[src/rtl/frac_logic_k.sv]
// frac_logic_k: fracturable K-input LUT with a serial configuration chain.
// The chain holds 2^K LUT bits followed by a 2-bit mode field; the last chain
// bit drives ccff_tail so instances can be cascaded into one shift register.
// Optional feature: define FRAC_LOGIC_READBACK_EN to add the ccff_rotate input,
// which recirculates the chain for non-destructive readback on ccff_tail.
module frac_logic_k #(
  parameter int unsigned K = 4
) (
  input  logic         prog_clk,
  input  logic         prog_reset_n,
  input  logic         ccff_head,
  input  logic         ccff_en,
`ifdef FRAC_LOGIC_READBACK_EN
  input  logic         ccff_rotate,
`endif
  input  logic [K-1:0] frac_logic_in,
  output logic [1:0]   frac_logic_out,
  output logic         ccff_tail,
  output logic         config_done
);

  localparam int unsigned LutSize   = 2 ** K;
  localparam int unsigned CHAIN_LEN = LutSize + 2;
  localparam int unsigned CntW      = $clog2(CHAIN_LEN + 1);
  localparam logic [CntW-1:0] CntMax = CntW'(CHAIN_LEN);

  logic [CHAIN_LEN-1:0] mem_q, mem_d;
  logic [CntW-1:0]      cnt_q, cnt_d;
  logic                 done_q, done_d;
  logic                 rotate;

`ifdef FRAC_LOGIC_READBACK_EN
  assign rotate = ccff_rotate;
`else
  assign rotate = 1'b0;
`endif

  // Next-state: shift in ccff_head (counting up to CHAIN_LEN) or rotate.
  always_comb begin
    mem_d  = mem_q;
    cnt_d  = cnt_q;
    done_d = done_q;
    if (ccff_en) begin
      if (rotate) begin
        // Recirculate; programming progress is left untouched.
        mem_d = {mem_q[CHAIN_LEN-2:0], mem_q[CHAIN_LEN-1]};
      end else begin
        mem_d = {mem_q[CHAIN_LEN-2:0], ccff_head};
        if (cnt_q != CntMax) begin
          cnt_d = cnt_q + CntW'(1);
        end
        if (cnt_d == CntMax) begin
          done_d = 1'b1;
        end
      end
    end
  end

  // Configuration state, cleared asynchronously by prog_reset_n.
  always_ff @(posedge prog_clk or negedge prog_reset_n) begin
    if (!prog_reset_n) begin
      mem_q  <= '0;
      cnt_q  <= '0;
      done_q <= 1'b0;
    end else begin
      mem_q  <= mem_d;
      cnt_q  <= cnt_d;
      done_q <= done_d;
    end
  end

  assign ccff_tail   = mem_q[CHAIN_LEN-1];
  assign config_done = done_q;

  logic [LutSize-1:0] lut;
  logic [1:0]         mode;
  logic [K-2:0]       addr;
  logic               lo, hi, full, out0_raw;

  assign lut  = mem_q[LutSize-1:0];
  assign mode = mem_q[CHAIN_LEN-1 -: 2];
  assign addr = frac_logic_in[K-2:0];
  assign lo   = lut[{1'b0, addr}];
  assign hi   = lut[{1'b1, addr}];
  assign full = frac_logic_in[K-1] ? hi : lo;

  // Output select by mode; outputs stay quiet until the chain is fully loaded.
  always_comb begin
    out0_raw = 1'b0;
    case (mode)
      2'b00:   out0_raw = lo;
      2'b10:   out0_raw = 1'b0;
      default: out0_raw = full;
    endcase
    frac_logic_out = done_q ? {hi, out0_raw} : 2'b00;
  end

endmodule

[config.mk]
export PLATFORM = sky130hd
export DESIGN_NAME = frac_logic_k
export DESIGN_NICKNAME = d
export VERILOG_FILES = /design/src/rtl/frac_logic_k.sv
export SDC_FILE = /design/constraint.sdc
export NUM_CORES = 1
export LEC_CHECK = 0
export ABC_AREA = 1
export ABC_CLOCK_PERIOD_IN_PS = 3100
export CAP_MARGIN = 20
export CELL_PAD_IN_SITES_DETAIL_PLACEMENT = 2
export CELL_PAD_IN_SITES_GLOBAL_PLACEMENT = 2
export CORE_MARGIN = 2
export CORE_UTILIZATION = 35
export DETAILED_ROUTE_END_ITERATION = 10
export HOLD_SLACK_MARGIN = 0.03
export PLACE_DENSITY_LB_ADDON = 0.1
export SYNTH_ARGS = -nofsm -noshare
export SYNTH_HDL_FRONTEND = slang
export SYNTH_SLANG_ARGS = --single-unit
export TNS_END_PERCENT = 50
[constraint.sdc]
create_clock -name prog_clk -period 3.1 [get_ports prog_clk]
set_input_delay 0.465 -clock prog_clk [delete_from_list [all_inputs] [get_ports prog_clk]]
set_output_delay 0.465 -clock prog_clk [all_outputs]
set_load 0.05 [all_outputs]
==> impl_metrics.env, run 1 <==
export IMPL_largest_family_of_logic_cells_by_synthesized_area="simple AND/OR/NAND/NOR gates"
export IMPL_synthToLayoutAreaGrowth_pct=14.77
export IMPL_floorplan_initialDensity_pct=35.85
export IMPL_viasPerCell=4.961
export IMPL_netlist_area_um2=1177
export IMPL_drt_iter0_markers=28
export IMPL_cts_tree="done"
export IMPL_postLayoutCoreUtil_pct=41.14
export IMPL_die_h_um=62
export IMPL_fillCellCount=387
export IMPL_mappedNetlistNets=159
export IMPL_worst_slew_pin_transition_ns=0.4978
export IMPL_post_route_worst_setup_slack_ns=0.6286
export IMPL_reg2reg_setup_slack_ns=1.76
export IMPL_syn_mean_instance_area_um2=7.902
export IMPL_library_cell_occupying_the_most_area_in_the_post_synthesis_netlist="dfrtp_1"
export IMPL_final_layout_size_suffix_gt1_share_pct=6.250
export IMPL_worst_setup_path_end_kind="primary output"
export IMPL_ys_types=18
export IMPL_finalWirelength_um=2985
export IMPL_synth_xor_xnor_area_share_pct=1.488
export IMPL_worstReg2RegStart="cnt_q[0]$_DFFE_PN0P_"
export IMPL_fp_dieW_um=62
export IMPL_globalRouteTotalUtil_pct=18.03
export IMPL_final_net_count=172
export IMPL_grt_start_max_net_pins=33
export IMPL_remaining_drc_errors=0
export IMPL_required_ns=2.63
export IMPL_worstPathCellList="clkdlybuf4s50_1 -> inv_1 -> nand2_1 -> nand3_1 -> nand3_1 -> nand2_1 -> nor2_1 -> buf_4"
export IMPL_worst_hold_path_type="in -> async"
export IMPL_synthTopCellsByCount="nand2_1 (46), dfrtp_1 (24), o21ai_0 (23)"
export IMPL_globalplace_congestion=0.8454
export IMPL_timing_critical_path_buf_inv=3
export IMPL_crit_cells=8
export IMPL_synth_ff_type="dfrtp_1"
export IMPL_route_met3_wl_um=53
export IMPL_synth_async_sr_flop_share_pct=100.0
export IMPL_ff_latch_area_um2=600.6
export IMPL_num_antenna_cells=0
export IMPL_final_critical_delay_including_setup_and_external_delays_ns=2.471
export IMPL_ys_seq_area_share_pct=51.01
export IMPL_fmaxAchievable_mhz=404.6
export IMPL_route_top_layer_used="met4"
export IMPL_detailedPlacementHpwl_um=2258
export IMPL_yosysWarnings=0
export IMPL_route_met2_wl_um=1533
export IMPL_post_layout_nonfiller_instances=206
export IMPL_final_design_area_no_fill_um2=1351
export IMPL_floorplan_die_area_um2=3844
export IMPL_placementRows=21
export IMPL_timing_worst_setup_path_type="in -> out"
export IMPL_synth_top_area_share_pct=51.01
export IMPL_finalMaxSlewViolations=0
export IMPL_worst_hold_slack_ns=0.5006
export IMPL_crit_slowest_cell="clkdlybuf4s50_1"
export IMPL_crit_start="frac_logic_in[0]"
export IMPL_cts_reportedPaths_clkPinSlew_ns=0.13
export IMPL_worstSkewPairLatency_ns=0.31
export IMPL_cp_start_kind="input port"
export IMPL_worst_path_max_fanout=13
export IMPL_routed_wire_length_per_instance_um=14.49
export IMPL_grt_overflow_total=0
export IMPL_clkSinkCount=24
export IMPL_netlist_instances=149
export IMPL_cts_htree_levels=1
export IMPL_cts_setup_buffers=0
export IMPL_length_in_cells_of_the_worst_reg_to_reg_path=9
export IMPL_longest_clk_path_bufs=2
export IMPL_worst_slew_margin_rel_pct=66.71
export IMPL_ant_nets=0
export IMPL_portBuffers=11
export IMPL_synth_seq_cells=24
export IMPL_cts_buffers=3
export IMPL_wl_met1_um=1376
export IMPL_post_synth_top_count_cell="nand2_1"
export IMPL_synth_simple_gate_area_share_pct=23.38
export IMPL_multiInputGateArea_um2=467.9
export IMPL_leakage_nw=0.6511
export IMPL_final_setup_viol_count=0
export IMPL_hold_viol=0
export IMPL_synth_edff_count=0
export IMPL_clockRootBuffer="clkbuf_4"
export IMPL_reg2reg_capture_point="config_done$_DFFE_PN0P_"
export IMPL_result_of_the_run="complete, no violations"
export IMPL_cap_violations=0
export IMPL_cp_arrival_ns=2.01
export IMPL_ios=12
export IMPL_final_setup_tns_ns=0
export IMPL_dpl_cell_area_um2=1329
export IMPL_core_region_area_um2=3284
export IMPL_rsz0062_at_grt="false"
export IMPL_postCtsResizedCells=0
export IMPL_grt_pass1_wl_um=5009
export IMPL_first_pass_iters=4
export IMPL_min_period_over_period_pct=79.72
export IMPL_finalClockSkew_ns=0.004980
export IMPL_pwr_total_mw=0.8187
export IMPL_grt_antenna_before_repair=0
export IMPL_crit_path_max_incr_delay_ns=0.72
export IMPL_share_of_the_synthesized_area_in_compound_gates_ao_oa_aoi_oai_pct=12.75
export IMPL_mux_contribution_to_synthesized_area_pct=0
export IMPL_synth_adder_area_share_pct=2.125
export IMPL_ir_worst_vdd_mv=0.1713
export IMPL_postCtsHoldBufs=0
export IMPL_dr_total_vias=1022
export IMPL_place_ws_ns=0.5946
export IMPL_ys_top_cells_by_area="dfrtp_1 (51%), nand2_1 (15%), o21ai_0 (9.8%), inv_1 (6.7%), nand3_1 (4.7%)"
export IMPL_cpLargestDelayFamily="buffers and inverters"
export IMPL_dp_cells=203
export IMPL_pwr_per_cell_area_nw_per_um2=605.8
export IMPL_grt_pass1_vias=1054
[worst reg2reg max path: stages (launching register included)]
cell	delay, ns
dfrtp_1	0.45
ha_1	0.24
nand2_1	0.08
inv_1	0.05
nor2_1	0.09
nand2_1	0.10
nand2_1	0.08
nor2_1	0.04
nand3_1	0.06
nand2_1	0.06
[placed cells by master, fill, tap and decap left out]
cell type / instances
nand2_1: 46
dfrtp_1: 24
o21ai_0: 23
inv_1: 21
nand3_1: 11
clkdlybuf4s50_1: 9
nor2_1: 5
buf_4: 4
o211ai_1: 3
clkbuf_4: 3
nand4_1: 2
xor2_1: 2
ha_1: 2
a21oi_1: 1
a211oi_1: 1
inv_2: 1
nor2_2: 1
nand3_2: 1
[where the power goes]
| part | internal, mW | leakage (nW) | switching [mW] |
|---|---|---|---|
| combinational | 0.0879 | 0.331 | 0.160 |
| sequential | 0.375 | 0.306 | 0.0572 |
| clock | 0.0454 | 0.0138 | 0.0937 |
[layer usage]
layer	GRT usage, %	vias to the layer above
met5	0	-
met4	5.471	0
met3	1.863	2
met2	30.80	6
met1	24.00	519
li1	-	495
[sequential cells by signal, indices dropped and copies added, names as in the netlist]
register	count
cnt_q	5
config_done	1
mem_q	18
[worst max path at each step]
stage | to | slack, ns
after detailed placement | frac_logic_out[1] | 0.59
after global placement | frac_logic_out[1] | 0.72
after floorplan | frac_logic_out[1] | 1.12
after CTS | frac_logic_out[1] | 0.58
after global routing | frac_logic_out[0] | 0.45
final | frac_logic_out[1] | 0.63
[cell type report]
type / instances / share of cell area (%)
sequential: 24 / 44.44
multi-input combinational: 98 / 34.63
timing repair buffer: 13 / 8.889
inverter: 22 / 6.111
tap: 46 / 4.259
clock buffer: 3 / 1.667
[logic make-up after synthesis]
logic type	after synthesis
xor+xnor	2
flops	24
compound gates	28
fa+ha+maj	2
buf+inv	27
simple gates	66
Note: power is estimated with default switching activity, not from simulation.
==> run 2: changes to the inputs <==
--- a/config.mk
+++ b/config.mk
@@ -6,12 +6,12 @@
 export NUM_CORES = 1
 export LEC_CHECK = 0
 export ABC_AREA = 1
-export ABC_CLOCK_PERIOD_IN_PS = 3100
+export ABC_CLOCK_PERIOD_IN_PS = 2400
 export CAP_MARGIN = 20
 export CELL_PAD_IN_SITES_DETAIL_PLACEMENT = 2
 export CELL_PAD_IN_SITES_GLOBAL_PLACEMENT = 2
 export CORE_MARGIN = 2
-export CORE_UTILIZATION = 35
+export CORE_UTILIZATION = 32
 export DETAILED_ROUTE_END_ITERATION = 10
 export HOLD_SLACK_MARGIN = 0.03
 export PLACE_DENSITY_LB_ADDON = 0.1
==> constraint.sdc (replaced) <==
create_clock -name prog_clk -period 2.4 [get_ports prog_clk]
set_input_delay 0.36 -clock prog_clk [delete_from_list [all_inputs] [get_ports prog_clk]]
set_output_delay 0.36 -clock prog_clk [all_outputs]
set_load 0.05 [all_outputs]
==> run 2 against run 1 <==
  * Flip-flop and latch count unchanged
  * First-iteration DRC count unchanged
  * Critical endpoint is now frac_logic_out[0]
  * Non-clock buffer count up 1
==> impl_metrics.env, run 2 (synthesis gave the netlist of run 1 again) <==
export IMPL_grt_antenna_before_repair=0
export IMPL_grt_overflow_total=0
export IMPL_postLayoutCoreUtil_pct=39.35
export IMPL_largest_reg_flops=18
export IMPL_rsz0062_at_grt="false"
export IMPL_grt_start_max_net_pins=32
export IMPL_clockRootBuffer="clkbuf_8"
export IMPL_hold_viol=0
export IMPL_floorplan_initialDensity_pct=32.65
export IMPL_drt_iter0_markers=28
export IMPL_finalMaxSlewViolations=0
export IMPL_length_in_cells_of_the_worst_reg_to_reg_path=7
export IMPL_finalWirelength_um=2831
export IMPL_required_ns=2.04
export IMPL_clkSinkCount=24
export IMPL_final_setup_viol_count=0
export IMPL_cts_htree_levels=1
export IMPL_detailedPlacementHpwl_um=2184
export IMPL_postCtsResizedCells=0
export IMPL_fmaxAchievable_mhz=488.0
export IMPL_min_period_over_period_pct=85.39
export IMPL_worst_setup_path_end_kind="primary output"
export IMPL_grt_pass1_vias=1153
export IMPL_viasPerCell=4.762
export IMPL_dp_cells=206
export IMPL_postCtsHoldBufs=0
export IMPL_post_layout_nonfiller_instances=210
export IMPL_die_h_um=64.66
export IMPL_synthToLayoutAreaGrowth_pct=20.51
export IMPL_regMostFlops="mem_q"
export IMPL_final_critical_delay_including_setup_and_external_delays_ns=2.049
export IMPL_longest_clk_path_bufs=2
export IMPL_cts_buffers=3
export IMPL_cts_reportedPaths_clkPinSlew_ns=0.09
export IMPL_cap_violations=0
export IMPL_ir_worst_vdd_mv=0.2115
export IMPL_pwr_per_cell_area_nw_per_um2=818.6
export IMPL_worst_hold_path_type="in -> async"
export IMPL_globalRouteTotalUtil_pct=16.96
export IMPL_worst_path_max_fanout=11
export IMPL_fp_dieW_um=64.66
export IMPL_dr_total_vias=1000
export IMPL_portBuffers=11
export IMPL_grt_pass1_wl_um=5533
export IMPL_routed_wire_length_per_instance_um=13.48
export IMPL_ant_nets=0
export IMPL_worstSkewPairLatency_ns=0.26
export IMPL_final_net_count=173
export IMPL_ios=12
export IMPL_worst_slew_pin_transition_ns=0.5146
export IMPL_leakage_nw=0.6795
export IMPL_floorplan_die_area_um2=4180
export IMPL_final_layout_size_suffix_gt1_share_pct=7.407
export IMPL_first_pass_iters=2
export IMPL_remaining_drc_errors=0
export IMPL_final_design_area_no_fill_um2=1419
export IMPL_cts_setup_buffers=0
export IMPL_cp_arrival_ns=1.69
export IMPL_layout_commonest_cell="nand2_1"
export IMPL_result_of_the_run="complete, no violations"
export IMPL_most_common_layout_cells="nand2_1 (46), dfrtp_1 (24), o21ai_0 (23)"
export IMPL_worstReg2RegStart="cnt_q[0]$_DFFE_PN0P_"
export IMPL_placementRows=22
export IMPL_num_antenna_cells=0
export IMPL_timing_worst_setup_path_type="in -> out"
export IMPL_cp_start_kind="input port"
export IMPL_core_region_area_um2=3606
export IMPL_globalplace_congestion=0.7576
export IMPL_crit_start="frac_logic_in[0]"
export IMPL_dpl_cell_area_um2=1364
export IMPL_cts_tree="done"
export IMPL_worst_slew_margin_rel_pct=65.58
export IMPL_finalClockSkew_ns=0.002908
export IMPL_final_setup_tns_ns=0
export IMPL_worst_hold_slack_ns=0.4548
[run 2: cell types whose count changed in the layout (fill, tap and decap cells not counted)]
cell | previous run | this run
buf_12 | 0 | 2
clkbuf_8 | 0 | 4
clkbuf_4 | 3 | 0
buf_4 | 4 | 3
[run 2: worst paths after layout]
kind	end	slack [ns]
setup reg to reg	cnt_q[4]$_DFFE_PN0P_	1.11
min in group prog_clk	mem_q[8]$_DFFE_PN0P_	0.49
hold / removal	cnt_q[1]$_DFFE_PN0P_	0.45
setup / recovery	frac_logic_out[0]	0.35
hold reg to reg	mem_q[8]$_DFFE_PN0P_	0.49
max in group asynchronous	mem_q[10]$_DFFE_PN0P_	1.70
[run 2: per-layer routing]
metal	routed length, um	share of wire, %	up-vias	GRT usage (%)
met5	0	0	-	0
met4	18	0.64	0	4.787
met3	60	2.1	2	2.951
met2	1404	50	6	28.26
met1	1346	48	494	22.66
li1	-	-	498	-
[run 2: layout make-up]
cell class / instances / area [um2]
Multi-Input combinational cell: 98 / 467.9
Tap cell: 48 / 60.06
Fill cell: 416 / 2187
Clock buffer: 4 / 55.05
Sequential cell: 24 / 600.6
Timing Repair Buffer: 14 / 152.6
Inverter: 22 / 82.58
[run 2: report_power, final]
group          switching [mW]  internal, mW
combinational           0.204         0.130
clock                   0.130         0.146
sequential             0.0670         0.484
[run 2: worst max-delay path, cell delays in order]
cell and delay [ns]:
clkdlybuf4s50_1 0.44, buf_4 0.19, a21oi_1 0.14, o21ai_0 0.10
nand3_1 0.08, nand3_1 0.08, nand2_1 0.14, buf_12 0.15
[run 2: metrics by stage]
step | worst slack (ns) | power [mW]
after floorplan | 0.6064 | 0.7680
after global placement | 0.3975 | 0.8784
after detailed placement | 0.3598 | 0.9035
after CTS | 0.3528 | 1.188
after global routing | 0.1723 | 1.269
final | 0.3507 | 1.161
